===== src/rtl/core_pipe_mem.sv =====
// core_pipe_mem: memory stage; owns the data bus, aligns/extends loads, traps on faults.
// Optional misaligned-access trap enabled by defining CORE_MEM_MISALIGN_TRAP_EN.
`default_nettype none

module core_pipe_mem #(
  parameter int XLEN       = 64,
  parameter int MEM_ADDR_W = 64
) (
  input  logic                  g_clk,
  input  logic                  g_rst,
  input  logic                  s3_valid,
  output logic                  s3_ready,
  input  logic                  s3_load,
  input  logic                  s3_store,
  input  logic [1:0]            s3_width,
  input  logic                  s3_signed,
  input  logic [MEM_ADDR_W-1:0] s3_addr,
  input  logic [XLEN-1:0]       s3_wdata,
  input  logic [4:0]            s3_rd,
  output logic                  dmem_req,
  output logic [MEM_ADDR_W-1:0] dmem_addr,
  output logic                  dmem_wen,
  output logic [7:0]            dmem_strb,
  output logic [63:0]           dmem_wdata,
  input  logic                  dmem_gnt,
  input  logic                  dmem_err,
  input  logic [63:0]           dmem_rdata,
  output logic                  s3_rd_wen,
  output logic [4:0]            s3_rd_addr,
  output logic [XLEN-1:0]       s3_rd_wdata,
  output logic                  trap_valid,
  output logic [3:0]            trap_cause,
  output logic [XLEN-1:0]       trap_tval,
  input  logic                  trap_ack
);

  typedef enum logic [1:0] {
    ST_IDLE = 2'd0,
    ST_REQ  = 2'd1,
    ST_WB   = 2'd2,
    ST_TRAP = 2'd3
  } state_t;

  localparam logic [1:0] W_BYTE = 2'd0;
  localparam logic [1:0] W_HALF = 2'd1;
  localparam logic [1:0] W_WORD = 2'd2;

  state_t                 state_q, state_d;
  logic                   store_q, store_d;
  logic [1:0]             width_q, width_d;
  logic                   signed_q, signed_d;
  logic [2:0]             off_q, off_d;
  logic [MEM_ADDR_W-1:3]  addr_q, addr_d;
  logic [7:0]             strb_q, strb_d;
  logic [63:0]            wdata_q, wdata_d;
  logic [4:0]             rd_q, rd_d;
  logic [XLEN-1:0]        rd_wdata_q, rd_wdata_d;
  logic [3:0]             cause_q, cause_d;
  logic [XLEN-1:0]        tval_q, tval_d;

  logic [2:0]  align_mask;
  logic [2:0]  eff_off;
  logic        misaligned;
  logic [7:0]  strb_base;
  logic [63:0] wdata_rep;
  logic [63:0] rdata_shift;
  logic [XLEN-1:0] load_result;

  // Low address bits that must be zero for the requested width.
  always_comb begin
    align_mask = 3'b111;
    case (s3_width)
      W_BYTE:  align_mask = 3'b000;
      W_HALF:  align_mask = 3'b001;
      W_WORD:  align_mask = 3'b011;
      default: align_mask = 3'b111;
    endcase
  end

`ifdef CORE_MEM_MISALIGN_TRAP_EN
  assign misaligned = |(s3_addr[2:0] & align_mask);
`else
  assign misaligned = 1'b0;
`endif

  // Force-aligned lane offset; identical to addr[2:0] whenever the access is aligned.
  assign eff_off = s3_addr[2:0] & ~align_mask;

  always_comb begin
    strb_base = 8'hFF;
    wdata_rep = 64'(s3_wdata);
    case (s3_width)
      W_BYTE: begin
        strb_base = 8'h01;
        wdata_rep = {8{s3_wdata[7:0]}};
      end
      W_HALF: begin
        strb_base = 8'h03;
        wdata_rep = {4{s3_wdata[15:0]}};
      end
      W_WORD: begin
        strb_base = 8'h0F;
        wdata_rep = {2{s3_wdata[31:0]}};
      end
      default: begin
        strb_base = 8'hFF;
        wdata_rep = 64'(s3_wdata);
      end
    endcase
  end

  assign rdata_shift = dmem_rdata >> {off_q, 3'b000};

  always_comb begin
    load_result = XLEN'(rdata_shift);
    case (width_q)
      W_BYTE: load_result = {{(XLEN-8){signed_q & rdata_shift[7]}}, rdata_shift[7:0]};
      W_HALF: load_result = {{(XLEN-16){signed_q & rdata_shift[15]}}, rdata_shift[15:0]};
      W_WORD: load_result = {{(XLEN-32){signed_q & rdata_shift[31]}}, rdata_shift[31:0]};
      default: load_result = XLEN'(rdata_shift);
    endcase
  end

  always_comb begin
    state_d    = state_q;
    store_d    = store_q;
    width_d    = width_q;
    signed_d   = signed_q;
    off_d      = off_q;
    addr_d     = addr_q;
    strb_d     = strb_q;
    wdata_d    = wdata_q;
    rd_d       = rd_q;
    rd_wdata_d = rd_wdata_q;
    cause_d    = cause_q;
    tval_d     = tval_q;

    case (state_q)
      ST_IDLE: begin
        if (s3_valid && (s3_load || s3_store)) begin
          store_d  = s3_store;
          width_d  = s3_width;
          signed_d = s3_signed;
          off_d    = eff_off;
          addr_d   = s3_addr[MEM_ADDR_W-1:3];
          strb_d   = strb_base << eff_off;
          wdata_d  = wdata_rep;
          rd_d     = s3_rd;
          tval_d   = XLEN'(s3_addr);
          if (misaligned) begin
            cause_d = s3_store ? 4'd6 : 4'd4;
            state_d = ST_TRAP;
          end else begin
            state_d = ST_REQ;
          end
        end
      end
      ST_REQ: begin
        if (dmem_gnt) begin
          if (dmem_err) begin
            cause_d = store_q ? 4'd7 : 4'd5;
            state_d = ST_TRAP;
          end else if (!store_q) begin
            rd_wdata_d = load_result;
            state_d    = ST_WB;
          end else begin
            state_d = ST_IDLE;
          end
        end
      end
      ST_WB: state_d = ST_IDLE;
      ST_TRAP: begin
        if (trap_ack) state_d = ST_IDLE;
      end
      default: state_d = ST_IDLE;
    endcase
  end

  always_ff @(posedge g_clk or posedge g_rst) begin
    if (g_rst) begin
      state_q    <= ST_IDLE;
      store_q    <= 1'b0;
      width_q    <= 2'd0;
      signed_q   <= 1'b0;
      off_q      <= 3'd0;
      addr_q     <= '0;
      strb_q     <= 8'd0;
      wdata_q    <= 64'd0;
      rd_q       <= 5'd0;
      rd_wdata_q <= '0;
      cause_q    <= 4'd0;
      tval_q     <= '0;
    end else begin
      state_q    <= state_d;
      store_q    <= store_d;
      width_q    <= width_d;
      signed_q   <= signed_d;
      off_q      <= off_d;
      addr_q     <= addr_d;
      strb_q     <= strb_d;
      wdata_q    <= wdata_d;
      rd_q       <= rd_d;
      rd_wdata_q <= rd_wdata_d;
      cause_q    <= cause_d;
      tval_q     <= tval_d;
    end
  end

  // Request is gated by reset too so it drops the instant reset rises.
  assign dmem_req    = (state_q == ST_REQ) && !g_rst;
  assign dmem_wen    = dmem_req && store_q;
  assign dmem_addr   = {addr_q, 3'b000};
  assign dmem_strb   = strb_q;
  assign dmem_wdata  = wdata_q;
  assign s3_ready    = (state_q == ST_IDLE);
  assign s3_rd_wen   = (state_q == ST_WB) && (rd_q != 5'd0);
  assign s3_rd_addr  = rd_q;
  assign s3_rd_wdata = rd_wdata_q;
  assign trap_valid  = (state_q == ST_TRAP);
  assign trap_cause  = cause_q;
  assign trap_tval   = tval_q;

endmodule

`default_nettype wire

===== config.mk =====
export PLATFORM = sky130hd
export DESIGN_NAME = core_pipe_mem
export DESIGN_NICKNAME = d
export VERILOG_FILES = /design/src/rtl/core_pipe_mem.sv
export SDC_FILE = /design/constraint.sdc
export NUM_CORES = 1
export LEC_CHECK = 0
export CAP_MARGIN = 0
export CORE_AREA = 2 2 189 191
export CTS_BUF_LIST = sky130_fd_sc_hd__clkbuf_8
export DETAILED_ROUTE_END_ITERATION = 12
export DIE_AREA = 0 0 191 193
export PLACE_DENSITY = 0.68
export SYNTH_ARGS = -nofsm -noshare
export SYNTH_HDL_FRONTEND = slang
export SYNTH_SLANG_ARGS = --single-unit

===== constraint.sdc =====
create_clock -name g_clk -period 12.1 [get_ports g_clk]
set_input_delay 1.21 -clock g_clk [delete_from_list [all_inputs] [get_ports g_clk]]
set_output_delay 1.21 -clock g_clk [all_outputs]
set_load 0.03 [all_outputs]

==> results.json, run 1 <==
{
  "run_status": "complete, no violations",
  "r2r_end": "s3_rd_wdata[37]",
  "gp_congestion": 0.8838,
  "wl_per_cell_um": 19.66,
  "fmax_mhz": 245.8,
  "cts_hold_buf": 0,
  "cp_top_family": "buffers and inverters",
  "setup_viol": 0,
  "clock_latency_ps": 530,
  "post-dp-hpwl_um": 30590,
  "worstReg2RegStart": "off_q[1]",
  "cp_max_fo": 2,
  "crit_chain": "clkdlybuf4s50_1 > nor3b_1 > and2_1 > clkdlybuf4s50_1",
  "die_h_um": 193,
  "clkTransAtPathRegs_ps": 60,
  "cp-end-kind": "output port",
  "wl_met2_um": 20170,
  "place_inst": 2067,
  "cp-endpoint": "dmem_wen",
  "dieArea_um2": 36860,
  "path_class": "in2out",
  "drive_above_1_share_pct": 7.633,
  "drtIter0Drc": 608,
  "yosysWarningCount": 0,
  "p_leak_uw": 0.007294,
  "synth-seq-cells": 216,
  "r2r_cells": 6,
  "critPathLaunchType": "primary input",
  "setup.worst_path.start": "g_rst",
  "h-tree-depth": 2,
  "setup_tns_ps": 0,
  "hold_viol": 0,
  "cts-resized-gates": 0,
  "irDropWorstVdd_mv": 0.1881,
  "drt_wl_total_um": 42070,
  "synth_edf_count": 0,
  "hp-class": "reg2reg",
  "overflow": 0,
  "antenna_found_initial": 0,
  "wl_met1_um": 17120,
  "r2r_setup_slack_ps": 8880,
  "slew_viol_final": 0,
  "io_pins": 486,
  "grt_pass1_wl_um": 61950,
  "fin_skew_ps": 23.13,
  "synth_cells": 1269,
  "placed_area_um2": 16140,
  "rsz0062_at_grt": "false",
  "slew_headroom_pct": 35.27,
  "clk_path_buf_depth": 3,
  "cpMostUsedCell": "clkdlybuf4s50_1",
  "crit_cells": 4,
  "die_x_um": 191,
  "synth_area_um2": 11640,
  "slowest_delay_ps": 660,
  "powerDensity_nw_per_um2": 293.3,
  "slowest_stage": "clkdlybuf4s50_1",
  "root_buffer": "clkbuf_8",
  "final_cell_area_um2": 16980,
  "cts_setup_buffers": 0,
  "grt_usage_pct": 21.74,
  "syn_avg_cell_area_um2": 9.171,
  "drv_cap": 0,
  "grt_pass1_vias": 10570,
  "start_util_pct": 33.28,
  "via_per_inst": 4.985,
  "antenna_left": 0,
  "rows": 69,
  "synth.distinct_cells": 50,
  "core_um2": 34960,
  "period_minus_slack_ps": 4068,
  "async_flop_share_pct": 100.0,
  "area_growth_pct": 45.89,
  "finalNetCount": 1856,
  "wl_met3_um": 3703,
  "vias": 10670,
  "fin_cells": 2140,
  "synth_ff_type": "dfrtp_1",
  "cts_sinks": 216,
  "grt_max_degree": 105,
  "crit_buf_inv": 2,
  "worstPathRequired_ps": 10890,
  "period_share_pct": 33.62,
  "worstPathArrival_ps": 2860,
  "cts_tree": "done",
  "first_pass_iters": 5,
  "top_layer_used": "met4",
  "drc": 0,
  "synth-seq-area-share_pct": 46.45,
  "cts_made_buffers": 40,
  "tightest_slew_ps": 971.0,
  "port_buffers": 481,
  "utilization_pct": 48.56
}
cell families after synthesis:
logic type | after synthesis | synth area share (%)
mux | 140 | 13.62
flops | 216 | 46.45
simple gates | 497 | 17.82
buf+inv | 162 | 8.730
compound gates | 253 | 13.35
other cells | 1 | 0.03222
cell type report:
type	count	area, um2
fillers	3287	17990
flip-flops and latches	216	5410
multi-input cells	894	5241
repair buffers	493	4895
clock buffers	49	674.4
well taps	461	576.8
clock inverters	22	156.4
inverters	3	18.77
diodes	2	5.005
tightest hold or removal path, cell delays in order, from the launching register on:
cell     delay, ps
dfrtp_1        340
nand2_1         50
nand2_1         50
how the worst min path moves through the flow:
| stage | from | slack, ps | end | depth (start not counted) |
|---|---|---|---|---|
| floorplan | signed_q | 490 | signed_q | 2 |
| global placement | dmem_strb[6] | 460 | dmem_strb[6] | 2 |
| finish | dmem_strb[6] | 470 | dmem_strb[6] | 2 |
| CTS | dmem_strb[6] | 470 | dmem_strb[6] | 2 |
| detailed placement | dmem_strb[6] | 460 | dmem_strb[6] | 2 |
| global route | dmem_strb[7] | 500 | dmem_strb[7] | 2 |
cell usage after synthesis (3+ instances only):
library cell	instances	area, um2
a211o_1	4	35.03
a211oi_1	15	112.6
a21oi_1	70	350.3
a21oi_2	9	78.83
a31oi_1	25	156.4
a32oi_1	4	35.03
and2_1	4	25.02
buf_2	31	155.2
buf_4	72	540.5
buf_6	11	123.9
clkbuf_1	42	157.7
dfrtp_1	216	5405
inv_1	3	11.26
mux2_2	17	191.4
mux2i_1	110	1101
mux4_2	13	292.8
nand2_1	343	1287
nand2b_1	5	31.28
nand3_1	13	65.06
nand3b_1	10	75.07
nor2_1	86	322.8
nor2b_1	20	125.1
nor3_2	3	30.03
nor3b_1	3	22.52
o211ai_1	12	90.09
o21a_1	9	67.56
o21ai_0	76	380.4
o21ai_1	8	40.04
o2bb2ai_1	7	61.31
o31ai_1	3	22.52
report_power, final:
| group | internal (uW) | total [uW] | switching (uW) | leakage (uW) |
|---|---|---|---|---|
| sequential | 1070 | 1380 | 308 | 0.00263 |
| combinational | 1140 | 2860 | 1720 | 0.00419 |
| clock | 411 | 734 | 323 | 0.000478 |
| total | 2630 | 4980 | 2350 | 0.00729 |
through the flow:
| step | hold slack (ps) | power, uW | setup WS [ps] |
|---|---|---|---|
| floorplan | 490.2 | 3164 | 4982 |
| global placement | 455.6 | 4226 | 8050 |
| detailed placement | 458.3 | 4257 | 8046 |
| CTS | 471.4 | 5016 | 8044 |
| global route | 504.3 | 5250 | 7995 |
| finish | 465.9 | 4980 | 8032 |
sequential cells by signal, summed over array words and instances (netlist names), 2 cells and up:
| signal | count |
|---|---|
| addr_q | 61 |
| dmem_strb | 8 |
| dmem_wdata | 64 |
| off_q | 3 |
| s3_rd_addr | 5 |
| s3_rd_wdata | 64 |
| state_q | 2 |
| trap_cause | 2 |
| trap_tval | 3 |
| width_q | 2 |
metal layers:
layer,vias to the layer above,GRT usage [%]
met2,479,36.72
li1,5023,-
met5,-,0
met1,5101,27.47
met4,0,6.172
met3,64,5.719
cell usage in the layout, fill, tap and decap left out, types with 4 or more instances in the layout:
cell	Yosys	routed
a21oi_2	9	9
a31oi_1	25	25
nor2b_1	20	20
clkinv_2	0	5
nand3b_1	10	10
nand3_1	13	13
mux2i_1	110	110
mux2_2	17	17
a32oi_1	4	4
o2bb2ai_1	7	7
nand2b_1	5	5
inv_1	3	14
clkdlybuf4s50_1	0	479
nand2_1	343	343
conb_1	1	4
o21ai_0	76	76
and2_1	4	4
o21ai_1	8	8
clkbuf_8	0	49
o21a_1	9	9
dfrtp_1	216	214
mux4_2	13	13
buf_4	72	12
a21oi_1	70	70
a211oi_1	15	15
nor2_1	86	86
o211ai_1	12	12
a211o_1	4	4
No activity file was read; power rests on OpenSTA's default activity.
==> run 2, diff against run 1 <==
--- a/config.mk
+++ b/config.mk
@@ -6,10 +6,10 @@
 export NUM_CORES = 1
 export LEC_CHECK = 0
 export CAP_MARGIN = 0
-export CORE_AREA = 2 2 189 191
+export CORE_AREA = 2 2 190 192
 export CTS_BUF_LIST = sky130_fd_sc_hd__clkbuf_8
 export DETAILED_ROUTE_END_ITERATION = 12
-export DIE_AREA = 0 0 191 193
+export DIE_AREA = 0 0 192 194
 export PLACE_DENSITY = 0.68
 export SYNTH_ARGS = -nofsm -noshare
 export SYNTH_HDL_FRONTEND = slang
==> constraint.sdc (replaced) <==
create_clock -name g_clk -period 4.17 [get_ports g_clk]
set_input_delay 0.417 -clock g_clk [delete_from_list [all_inputs] [get_ports g_clk]]
set_output_delay 0.417 -clock g_clk [all_outputs]
set_load 0.03 [all_outputs]
==> results.json, run 2 (synthesis gave the netlist of run 1 again) <==
{
  "path_class": "reg2reg",
  "h-tree-depth": 2,
  "antenna_left": 0,
  "drv_cap": 0,
  "grt_max_degree": 166,
  "setup_tns_ps": 0,
  "crit_buf_inv": 0,
  "r2r_setup_slack_ps": 1350,
  "hp-class": "in2reg",
  "slew_viol_final": 0,
  "drtIter0Drc": 625,
  "dieArea_um2": 37250,
  "drc": 0,
  "hold_viol": 0,
  "cts_hold_buf": 0,
  "antenna_found_initial": 2,
  "cp_max_fo": 39,
  "drive_above_1_share_pct": 7.862,
  "busiest_layer": "met2",
  "crit_chain": "mux2i_1 > nand3_1 > nand4b_4 > o221a_4 > a31oi_1",
  "die_x_um": 192,
  "cts_tree": "done",
  "worstPathRequired_ps": 4560,
  "use_met3_pct": 8.290,
  "p_leak_uw": 0.007300,
  "period_minus_slack_ps": 2820,
  "crit_cells": 5,
  "cp-end-kind": "register",
  "clkTransAtPathRegs_ps": 60,
  "setup_viol": 0,
  "overflow": 0,
  "run_status": "complete, no violations",
  "r2r_cells": 5,
  "cts_sinks": 216,
  "worstPathArrival_ps": 3210,
  "fin_skew_ps": 19.27,
  "drt_wl_total_um": 43260,
  "met2_usage_pct": 37.41,
  "root_buffer": "clkbuf_8",
  "rsz0062_at_grt": "false",
  "period_share_pct": 67.63,
  "grt_pass1_vias": 10880,
  "wl_per_cell_um": 20.21,
  "gr-usage-met1_pct": 27.18,
  "die_h_um": 194,
  "final_cell_mix": "clkdlybuf4s50_1, nand2_1, dfrtp_1",
  "grt_pass1_wl_um": 65140,
  "clock_latency_ps": 570,
  "cp_top_family": "flip-flops",
  "critPathLaunchType": "register",
  "nFillCells": 3356,
  "post-dp-hpwl_um": 31350,
  "grt_usage_pct": 22.76,
  "regArea_um2": 5410,
  "cts_setup_buffers": 0,
  "io_pins": 486,
  "via_per_inst": 5.040,
  "cts_made_buffers": 42,
  "area_growth_pct": 46.30,
  "holdPathStages": 3,
  "start_util_pct": 33.04,
  "slowest_delay_ps": 960,
  "slew_headroom_pct": 26.40,
  "port_buffers": 481,
  "place_inst": 2072,
  "fin_cells": 2141,
  "clk_path_buf_depth": 3,
  "cts-resized-gates": 0,
  "fmax_mhz": 354.6,
  "finalNetCount": 1863,
  "slowest_stage": "dfrtp_2",
  "irDropWorstVdd_mv": 0.5857,
  "first_pass_iters": 5,
  "core_um2": 35220,
  "powerDensity_nw_per_um2": 847.1,
  "rows": 69,
  "layout_commonest_cell": "clkdlybuf4s50_1",
  "gp_congestion": 0.9516,
  "tightest_slew_ps": 1104,
  "multi_input_area_um2": 5241,
  "vias": 10790
}
run 2: changes by cell type in the layout (fill, tap and decap cells not counted), sizes merged:
cell      delta
buf          +5
bufinv       -2
clkbuf       +4
clkinv       -2
clkinvlp     +3
diode        -1
inv          -6
run 2: worst reg2reg max path: cells and delay by family (launching register included):
kind | cells | cell delay (ps)
muxes | 1 | 450
AOI/OAI and AO/OA | 2 | 710
DFF | 1 | 960
and+or+nand+nor | 2 | 530
run 2: per-layer routing:
layer	wire length, um	vias to the layer above
met5	9	-
met4	1618	2
met3	4566	93
met2	20390	487
met1	16670	5198
li1	-	5011
run 2: stage by stage:
step	utilization [%]	total power (uW)	hold WS, ps	setup WS [ps]	area [um2]
5_1_grt	48.33	15230	212.5	1182	17020
2_1_floorplan	-	9181	490.2	940.9	11650
4_1_cts	48.33	14540	181.7	1363	17020
6_report	48.33	14420	229.7	1350	17030
3_5_place_dp	46.06	12400	464.7	1439	16230
3_3_place_gp	46.06	12280	457.6	1520	16230
run 2: layout make-up:
class / instances / area share (%)
sequential: 216 / 31.78
multi-input combinational: 894 / 30.79
timing repair buffer: 498 / 29.26
clock buffer: 53 / 4.285
tap: 461 / 3.388
clock inverter: 15 / 0.3969
inverter: 3 / 0.08819
antenna: 1 / 0.01470
run 2: path summary, 6_finish.rpt:
| check | end | from |
|---|---|---|
| min in group asynchronous | state_q[0] | g_rst |
| max | s3_rd_wdata[54] | off_q[1] |
| max in group asynchronous | s3_rd_wdata[10] | g_rst |
| min | width_q[0] | s3_width[0] |
| max reg2reg | s3_rd_wdata[54] | off_q[1] |
| min reg2reg | dmem_wdata[2] | dmem_wdata[2] |
run 2: report_power, final:
part           total [uW]  internal [uW]  leakage (uW)  switching, uW
clock                2060           1130      0.000446            931
combinational        8280           3330       0.00423           4950
sequential           4090           3120       0.00263            967
total               14400           7580       0.00730           6840
